## config.mk

```make
export PLATFORM = sky130hd
export DESIGN_NAME = alu_ctrl_issue
export DESIGN_NICKNAME = d
export VERILOG_FILES = /design/src/rtl/alu_ctrl_pkg.sv /design/src/rtl/alu_ctrl_decode.sv /design/src/rtl/alu_ctrl_issue.sv
export SDC_FILE = /design/constraint.sdc
export NUM_CORES = 1
export LEC_CHECK = 0
export CAP_MARGIN = 20
export CORE_ASPECT_RATIO = 1.4
export CORE_UTILIZATION = 45
export CTS_CLUSTER_SIZE = 30
export DETAILED_ROUTE_END_ITERATION = 8
export PLACE_DENSITY = 0.75
export SETUP_SLACK_MARGIN = 0.5
export SLEW_MARGIN = 0
export SYNTH_ARGS = -nofsm -noshare
export SYNTH_HDL_FRONTEND = slang
export SYNTH_SLANG_ARGS = --single-unit
```

## constraint.sdc

```tcl
create_clock -name clk -period 2.5 [get_ports clk]
set_input_delay 0.5 -clock clk [delete_from_list [all_inputs] [get_ports clk]]
set_output_delay 0.5 -clock clk [all_outputs]
set_load 0.01 [all_outputs]
```

## src/rtl/alu_ctrl_pkg.sv

```systemverilog
// Shared ALU control encodings and issue-buffer state type.
// Used by alu_ctrl_issue, the ALU bench and the main decoder.
package alu_ctrl_pkg;

  localparam logic [2:0] ALU_ADD = 3'b000;
  localparam logic [2:0] ALU_SLL = 3'b001;
  localparam logic [2:0] ALU_SUB = 3'b010;
  localparam logic [2:0] ALU_ILL = 3'b011;
  localparam logic [2:0] ALU_XOR = 3'b100;
  localparam logic [2:0] ALU_SRL = 3'b101;
  localparam logic [2:0] ALU_OR  = 3'b110;
  localparam logic [2:0] ALU_AND = 3'b111;

  localparam logic [1:0] ALUOP_MEM = 2'b00;
  localparam logic [1:0] ALUOP_BR  = 2'b01;
  localparam logic [1:0] ALUOP_FN  = 2'b10;

  typedef enum logic [1:0] {
    ST_EMPTY = 2'd0,
    ST_ONE   = 2'd1,
    ST_FULL  = 2'd2
  } buf_state_e;

endpackage

```

## src/rtl/alu_ctrl_decode.sv

```systemverilog
// Combinational map from decoded instruction fields to the 3-bit ALUControl code.
// ALU_CTRL_ILLEGAL_EN: unsupported ops map to ALU_ILL and raise the illegal flag.
module alu_ctrl_decode
  import alu_ctrl_pkg::*;
(
  input  logic [1:0] aluop,
  input  logic [2:0] funct3,
  input  logic       funct7b5,
  input  logic       op5,
  output logic [2:0] alu_ctrl
`ifdef ALU_CTRL_ILLEGAL_EN
  ,
  output logic       illegal
`endif
);

`ifdef ALU_CTRL_ILLEGAL_EN
  localparam bit ILL_EN = 1'b1;
`else
  localparam bit ILL_EN = 1'b0;
`endif

  logic [2:0] code_raw;
  logic       unsup;

  // code_raw already carries the fallback codes used when illegal reporting is off
  always_comb begin
    code_raw = ALU_ADD;
    unsup    = 1'b0;
    unique case (aluop)
      ALUOP_MEM: code_raw = ALU_ADD;
      ALUOP_BR:  code_raw = ALU_SUB;
      ALUOP_FN: begin
        unique case (funct3)
          3'b000: code_raw = (op5 & funct7b5) ? ALU_SUB : ALU_ADD;
          3'b001: code_raw = ALU_SLL;
          3'b100: code_raw = ALU_XOR;
          3'b101: begin
            code_raw = ALU_SRL;
            unsup    = funct7b5;
          end
          3'b110: code_raw = ALU_OR;
          3'b111: code_raw = ALU_AND;
          default: begin
            code_raw = ALU_ADD;
            unsup    = 1'b1;
          end
        endcase
      end
      default: begin
        code_raw = ALU_ADD;
        unsup    = 1'b1;
      end
    endcase
  end

  assign alu_ctrl = (ILL_EN && unsup) ? ALU_ILL : code_raw;
`ifdef ALU_CTRL_ILLEGAL_EN
  assign illegal = unsup;
`endif

endmodule

```

## src/rtl/alu_ctrl_issue.sv

```systemverilog
// ALU control issue stage: valid/ready input, decode, 2-entry (output + skid) buffer.
// ALU_CTRL_ILLEGAL_EN adds the out_illegal port.
module alu_ctrl_issue
  import alu_ctrl_pkg::*;
#(
  parameter int TAG_W = 5
) (
  input  logic             clk,
  input  logic             reset,
  input  logic             in_valid,
  output logic             in_ready,
  input  logic [1:0]       in_aluop,
  input  logic [2:0]       in_funct3,
  input  logic             in_funct7b5,
  input  logic             in_op5,
  input  logic [TAG_W-1:0] in_tag,
  output logic             out_valid,
  input  logic             out_ready,
  output logic [2:0]       ALUControl,
  output logic [TAG_W-1:0] out_tag
`ifdef ALU_CTRL_ILLEGAL_EN
  ,
  output logic             out_illegal
`endif
);

  buf_state_e       state_q, state_d;
  logic [2:0]       out_code_q, out_code_d, skid_code_q, skid_code_d;
  logic [TAG_W-1:0] out_tag_q, out_tag_d, skid_tag_q, skid_tag_d;
  logic [2:0]       dec_code;
  logic             in_fire, out_fire, load_out, load_skid, skid_to_out;

`ifdef ALU_CTRL_ILLEGAL_EN
  logic dec_ill, out_ill_q, out_ill_d, skid_ill_q, skid_ill_d;
`endif

  alu_ctrl_decode u_dec (
    .aluop    (in_aluop),
    .funct3   (in_funct3),
    .funct7b5 (in_funct7b5),
    .op5      (in_op5),
    .alu_ctrl (dec_code)
`ifdef ALU_CTRL_ILLEGAL_EN
    ,
    .illegal  (dec_ill)
`endif
  );

  // Both handshake outputs come straight from state so neither depends on the other side
  assign out_valid = (state_q != ST_EMPTY);
  assign in_ready  = (state_q != ST_FULL);
  assign in_fire   = in_valid & in_ready;
  assign out_fire  = out_valid & out_ready;

  always_comb begin
    state_d     = state_q;
    load_out    = 1'b0;
    load_skid   = 1'b0;
    skid_to_out = 1'b0;
    unique case (state_q)
      ST_EMPTY: if (in_fire) begin
        load_out = 1'b1;
        state_d  = ST_ONE;
      end
      ST_ONE: begin
        if (in_fire && out_fire) begin
          load_out = 1'b1;
        end else if (in_fire) begin
          load_skid = 1'b1;
          state_d   = ST_FULL;
        end else if (out_fire) begin
          state_d = ST_EMPTY;
        end
      end
      ST_FULL: if (out_fire) begin
        skid_to_out = 1'b1;
        state_d     = ST_ONE;
      end
      default: state_d = ST_EMPTY;
    endcase
  end

  always_comb begin
    out_code_d  = out_code_q;
    out_tag_d   = out_tag_q;
    skid_code_d = skid_code_q;
    skid_tag_d  = skid_tag_q;
    if (load_out) begin
      out_code_d = dec_code;
      out_tag_d  = in_tag;
    end else if (skid_to_out) begin
      out_code_d = skid_code_q;
      out_tag_d  = skid_tag_q;
    end
    if (load_skid) begin
      skid_code_d = dec_code;
      skid_tag_d  = in_tag;
    end
  end

`ifdef ALU_CTRL_ILLEGAL_EN
  always_comb begin
    out_ill_d  = out_ill_q;
    skid_ill_d = skid_ill_q;
    if (load_out)         out_ill_d = dec_ill;
    else if (skid_to_out) out_ill_d = skid_ill_q;
    if (load_skid)        skid_ill_d = dec_ill;
  end

  always_ff @(posedge clk) begin
    if (reset) begin
      out_ill_q  <= 1'b0;
      skid_ill_q <= 1'b0;
    end else begin
      out_ill_q  <= out_ill_d;
      skid_ill_q <= skid_ill_d;
    end
  end

  assign out_illegal = out_ill_q;
`endif

  always_ff @(posedge clk) begin
    if (reset) begin
      state_q     <= ST_EMPTY;
      out_code_q  <= ALU_ADD;
      out_tag_q   <= '0;
      skid_code_q <= ALU_ADD;
      skid_tag_q  <= '0;
    end else begin
      state_q     <= state_d;
      out_code_q  <= out_code_d;
      out_tag_q   <= out_tag_d;
      skid_code_q <= skid_code_d;
      skid_tag_q  <= skid_tag_d;
    end
  end

  assign ALUControl = out_code_q;
  assign out_tag    = out_tag_q;

endmodule
```

**Word level (Yosys, flattened, before mapping)**

Index checks and enable logic that the tools add are counted.

- Register bits after elaboration: 18
- Memories kept: 0
- Input bits: 16
- Bits in latches: 0
- Word-level logic and storage cells: 48
- Output and inout bits: 10
- Bits in read-only memories: 0
- Bits in writable memories: 0

- Bitwise operators: 3
- Muxes and demuxes: 20
- Add/sub/neg operators: 0
- Multiply operators: 0
- Reductions and logical operators: 6
- Equal/unequal tests: 14
- $lt $le $gt $ge: 0
- Div/mod/pow operators: 0
- Shifts and indexed selects: 0

Operators with widths:

| cell | number |
|---|---|
| case mux 3 bit (6 select lines) | 1 |
| == test 3 bit (second input constant) | 4 |
| 2-to-1 mux 2 bit | 6 |
| 2-to-1 mux 5 bit | 2 |
| inequality test 2 bit (second input constant) | 4 |
| 2-to-1 mux 1 bit | 6 |
| 2-to-1 mux 3 bit | 2 |
| case mux 2 bit (3 select lines) | 1 |
| case mux 3 bit (2 select lines) | 1 |
| == test 2 x 1 -> 1 bit (second input constant) | 2 |
| == test 2 bit (second input constant) | 2 |
| AND reduction 4 bit | 1 |
| nonzero test 2 bit | 2 |
| AND 1 bit | 3 |
| == test 3 x 1 -> 1 bit (second input constant) | 1 |
| logical NOT 3 bit | 1 |
| inequality test 3 bit (second input constant) | 1 |
| logical NOT 2 bit | 1 |
| case mux 1 bit (2 select lines) | 1 |
| logical AND 1 bit | 1 |

**Logic depth before layout (Yosys ltp)**

- Depth after elaboration: 6
- Depth in mapped cells: 6
- Mapped depth without buffers: 6

**Cells and area by module**

From an unflattened synthesis, not the netlist that was laid out.

- Cell total of the unflattened synthesis: 88
- Area total of the unflattened synthesis: 835.8 µm²

By module, submodules not included:

| module | times used | sequential area each (µm²) | cells an instance | area an instance (µm²) |
|---|---|---|---|---|
| alu_ctrl_issue | 1 | 360.3 | 75 | 749.5 |
| alu_ctrl_decode | 1 | 0.0 | 13 | 86.3 |

**Worst setup path before layout**

OpenSTA, ideal clock, no wires.

- Path kind: in2reg
- From: in in_aluop[0]
- To: reg skid_code_q[1]
- Stages: 6
- Data required time: 2.414 ns
- Path buffers: 0
- Setup slack: 1.038 ns
- Setup time: 0.086 ns
- Arrival time: 1.376 ns
- Cells stage by stage: inv_1 ha_1 nand4bb_1 o22ai_1 nor2_1 a211oi_1

- Word-level cells in the longest chain between the ends: 2
- Elaborated cells between the ends (all ways): 3
- Classes of those cells: eq/ne: 2; mux: 1

RTL lines:

| element | RTL line | RTL |
|---|---|---|
| start: declaration | alu_ctrl_issue.sv:12 | `input logic [1:0] in_aluop,` |
| == test 2 bit / == test 2 x 1 -> 1 bit (equally long branches) | alu_ctrl_decode.sv:30 | `unique case (aluop)` |
| case mux 3 bit (2 select lines) * | alu_ctrl_decode.sv:30 |  |
| end signal: assignment | alu_ctrl_issue.sv:134 | `skid_code_q <= skid_code_d;` |
| end: declaration | alu_ctrl_issue.sv:28 | `logic [2:0] out_code_q, out_code_d, skid_code_q, skid_code_d;` |

Mark *: on every way between the ends. The rest lies on a longest branch, timed or not.
A chain may end at the register's enable or synchronous reset.

**Worst setup path after layout**

- From: reg state_q[1]
- To: out in_ready

- Word-level cells in the longest chain between the ends: 1

RTL lines:

| element | RTL line | RTL |
|---|---|---|
| start: declaration | alu_ctrl_issue.sv:27 | `buf_state_e state_q, state_d;` |
| start signal: assignment | alu_ctrl_issue.sv:131 | `state_q <= state_d;` |
| inequality test 2 bit | alu_ctrl_issue.sv:51 | `assign in_ready = (state_q != ST_FULL);` |
| end: declaration | alu_ctrl_issue.sv:11 | `output logic in_ready,` |

No other way between the ends.

==> results.yml <==
run_status:
  status: "finished, final reports clean"
cells_and_area:
  layout.nets: 140
  area_growth_pct: 31.7
  mostFrequentLayoutCell: "clkdlybuf4s50_1"
  utilization: 0.626
  final_cell_mix: "24 x clkdlybuf4s50_1, 16 x dfxtp_1, 16 x nor2_1"
  drive_gt1_frac: 0.165
  diodes: 0
placed_design:
  pre_cts_slack_ps: 425
  hpwlAfterDp_um: 1270
  portBuffers: 25
  gp_congestion: 0.665
setup_path:
  cp-end-kind: "primary output"
  critPathLaunchType: "flip-flop"
  critical_path_class: "flip-flop to primary output"
  crit_chain: "or2b_1 > clkdlybuf4s50_1"
  worstPathArrival_ps: 1430
  r2r_setup_slack_ps: 1130
  slowest_delay_ps: 480
  required_ps: 2000
  cpMaxStageDelayCell: "clkdlybuf4s50_1"
  path_max_fanout: 9
routing:
  drtAntennaViolNets: 0
  routed_wl_um: 1710
  dr.pass1.iters: 4
  drt_iter0_drc: 5
  vias: 748
  drc: 0
  wl_per_cell_um: 12.0
  viasPerCell: 5.27
clock_tree:
  cts_tree: "built"
  ctsLongestPathBuffers: 2
  clockRootBuffer: "clkbuf_4"
  cts_buffers: 3
  clkTransAtPathRegs_ps: 100
  clk_latency_ps: 290
  htreeDepth: 1
  post-cts-setup-buffers: 0
  clock_sinks: 18
grt:
  grt_max_degree: 19
  grt_pass1_wl_um: 2850
  grt.overflow.total: 0
  grt_usage: 0.177
  antenna_found_initial: 0
  first_global_vias: 694
synthesis:
  synth_adder_area_share: 0.0270
  postSynthAreaPerCell_sq_um: 9.56
  synth_compound_area_frac: 0.181
  synth-xor-area-share: 0
  synthMuxAreaShare: 0.154
  synth_top_family_by_area: "simple AND/OR/NAND/NOR gates"
  ys_ff_latch: 18
  syn_area_sq_um: 927
  synthSimpleGateAreaFrac: 0.181
  synth_nets: 115
  synth_cell_types: 31
  synth-seq-area-share: 0.389
  yosysWarnings: 0
  syn_inst: 97
sta:
  period_needed_ps: 1930
  fin_crit_sh: 0.773
  rsz0062_at_grt: "false"
  setup_tns_ps: 0
  hold_violations: 0
  slew_viol_final: 0
  final.setup.worst_slack_ps: 569
  whs_ps: 468
  setup_viol_count_final: 0
  final.setup_skew_ps: 4.05
  slew_headroom: 0.500
  worstMarginPinSlew_ps: 748
  fmax_mhz: 518
floorplan:
  core_sq_um: 1950
  rows: 19
  start_util: 0.476
  die-area_sq_um: 2250
  die_width_um: 40.4
  die_h_um: 55.7
  io_pins: 26
power_and_ir_drop:
  peakVddDrop_mv: 0.421
  power_leakage_nw: 0.498
  power_density_nw_per_um2: 515
min_path:
  hold_class: "flip-flop to flip-flop"
run:
  maxCapViolCount: 0
==> worst max-delay path: cells and delay by family (launching register included) <==
kind	cells	cell delay [ps]
buf+inv	1	480
flops	1	410
simple gates	1	250
==> per-layer routing <==
layer,part of all wire,track usage,vias to the layer above
met4,0.0094,0.0857,0
li1,-,-,387
met3,0.035,0.0360,2
met5,0,0,-
met2,0.51,0.290,13
met1,0.45,0.203,346
==> stage by stage <==
| step | area [sq um] | std cells | total power (W) |
|---|---|---|---|
| final | 1220 | 142 | 0.000628 |
| after global routing | 1220 | 142 | 0.000662 |
| after CTS | 1220 | 142 | 0.000637 |
| after detailed placement | 1180 | 138 | 0.000461 |
| after global placement | 1180 | 138 | 0.000457 |
| after floorplan | 927 | 97 | 0.000399 |
==> flip-flops by register name, summed over array words and instances, names as in the netlist <==
signal	flops
ALUControl	3
out_tag	5
skid_code_q	3
skid_tag_q	5
state_q	2
==> cell type report <==
type	count	area, sq um
fillers	182	728
multi-input cells	66	503
flip-flops and latches	18	365
repair buffers	27	268
clock buffers	4	36.3
well taps	21	26.3
inverters	6	22.5
==> logic make-up after synthesis <==
| family | after synthesis |
|---|---|
| flip-flops | 18 |
| buffers and inverters | 13 |
| AO/OA/AOI/OAI | 19 |
| multiplexers | 14 |
| AND/OR/NAND/NOR | 31 |
| adder cells (fa/ha/maj) | 2 |
==> worst paths after layout <==
check	from	to	cells past startpoint
worst max-delay path	state_q[1]$_SDFFE_PP0P_	in_ready	2
worst min register to register	skid_code_q[1]$_SDFFE_PP0P_	skid_code_q[1]$_SDFFE_PP0P_	2
worst min-delay path	skid_code_q[1]$_SDFFE_PP0P_	skid_code_q[1]$_SDFFE_PP0P_	2
worst max register to register	state_q[1]$_SDFFE_PP0P_	ALUControl[1]$_SDFFE_PP0P_	5
==> Yosys cell counts <==
master / n / area share
dfxtp_1: 18 / 0.39
nor2_1: 16 / 0.065
mux2i_1: 12 / 0.13
a211oi_2: 5 / 0.067
inv_1: 5 / 0.020
nand2_1: 4 / 0.016
a211oi_1: 3 / 0.024
a21oi_1: 3 / 0.016
buf_2: 3 / 0.016
clkbuf_1: 2 / 0.0081
ha_1: 2 / 0.027
mux2_2: 2 / 0.024
nand3b_1: 2 / 0.016
nand4bb_1: 2 / 0.024
o22ai_1: 2 / 0.013
a21oi_4: 1 / 0.018
a31oi_1: 1 / 0.0068
buf_4: 1 / 0.0081
buf_6: 1 / 0.012
inv_2: 1 / 0.0040
nand2b_4: 1 / 0.015
nor2b_1: 1 / 0.0068
nor3_1: 1 / 0.0054
nor3b_1: 1 / 0.0081
o211ai_1: 1 / 0.0081
o21ai_0: 1 / 0.0054
o22a_2: 1 / 0.011
o32a_1: 1 / 0.011
or2_2: 1 / 0.0068
or2b_1: 1 / 0.0081
or3b_1: 1 / 0.0094
==> repair_timing <==
action | 4_1_cts | 5_1_grt
gates resized for setup | 2 | 2
pin swaps | 0 | 0
hold buffers | 0 | 0
setup endpoints to repair | 2 | 1
==> where the power goes <==
group	switching (W)	internal, W
registers	0.0000114	0.000302
clock network	0.0000870	0.0000887
logic	0.0000607	0.0000781
total	0.000159	0.000469
(Power assumes the default switching activity.)
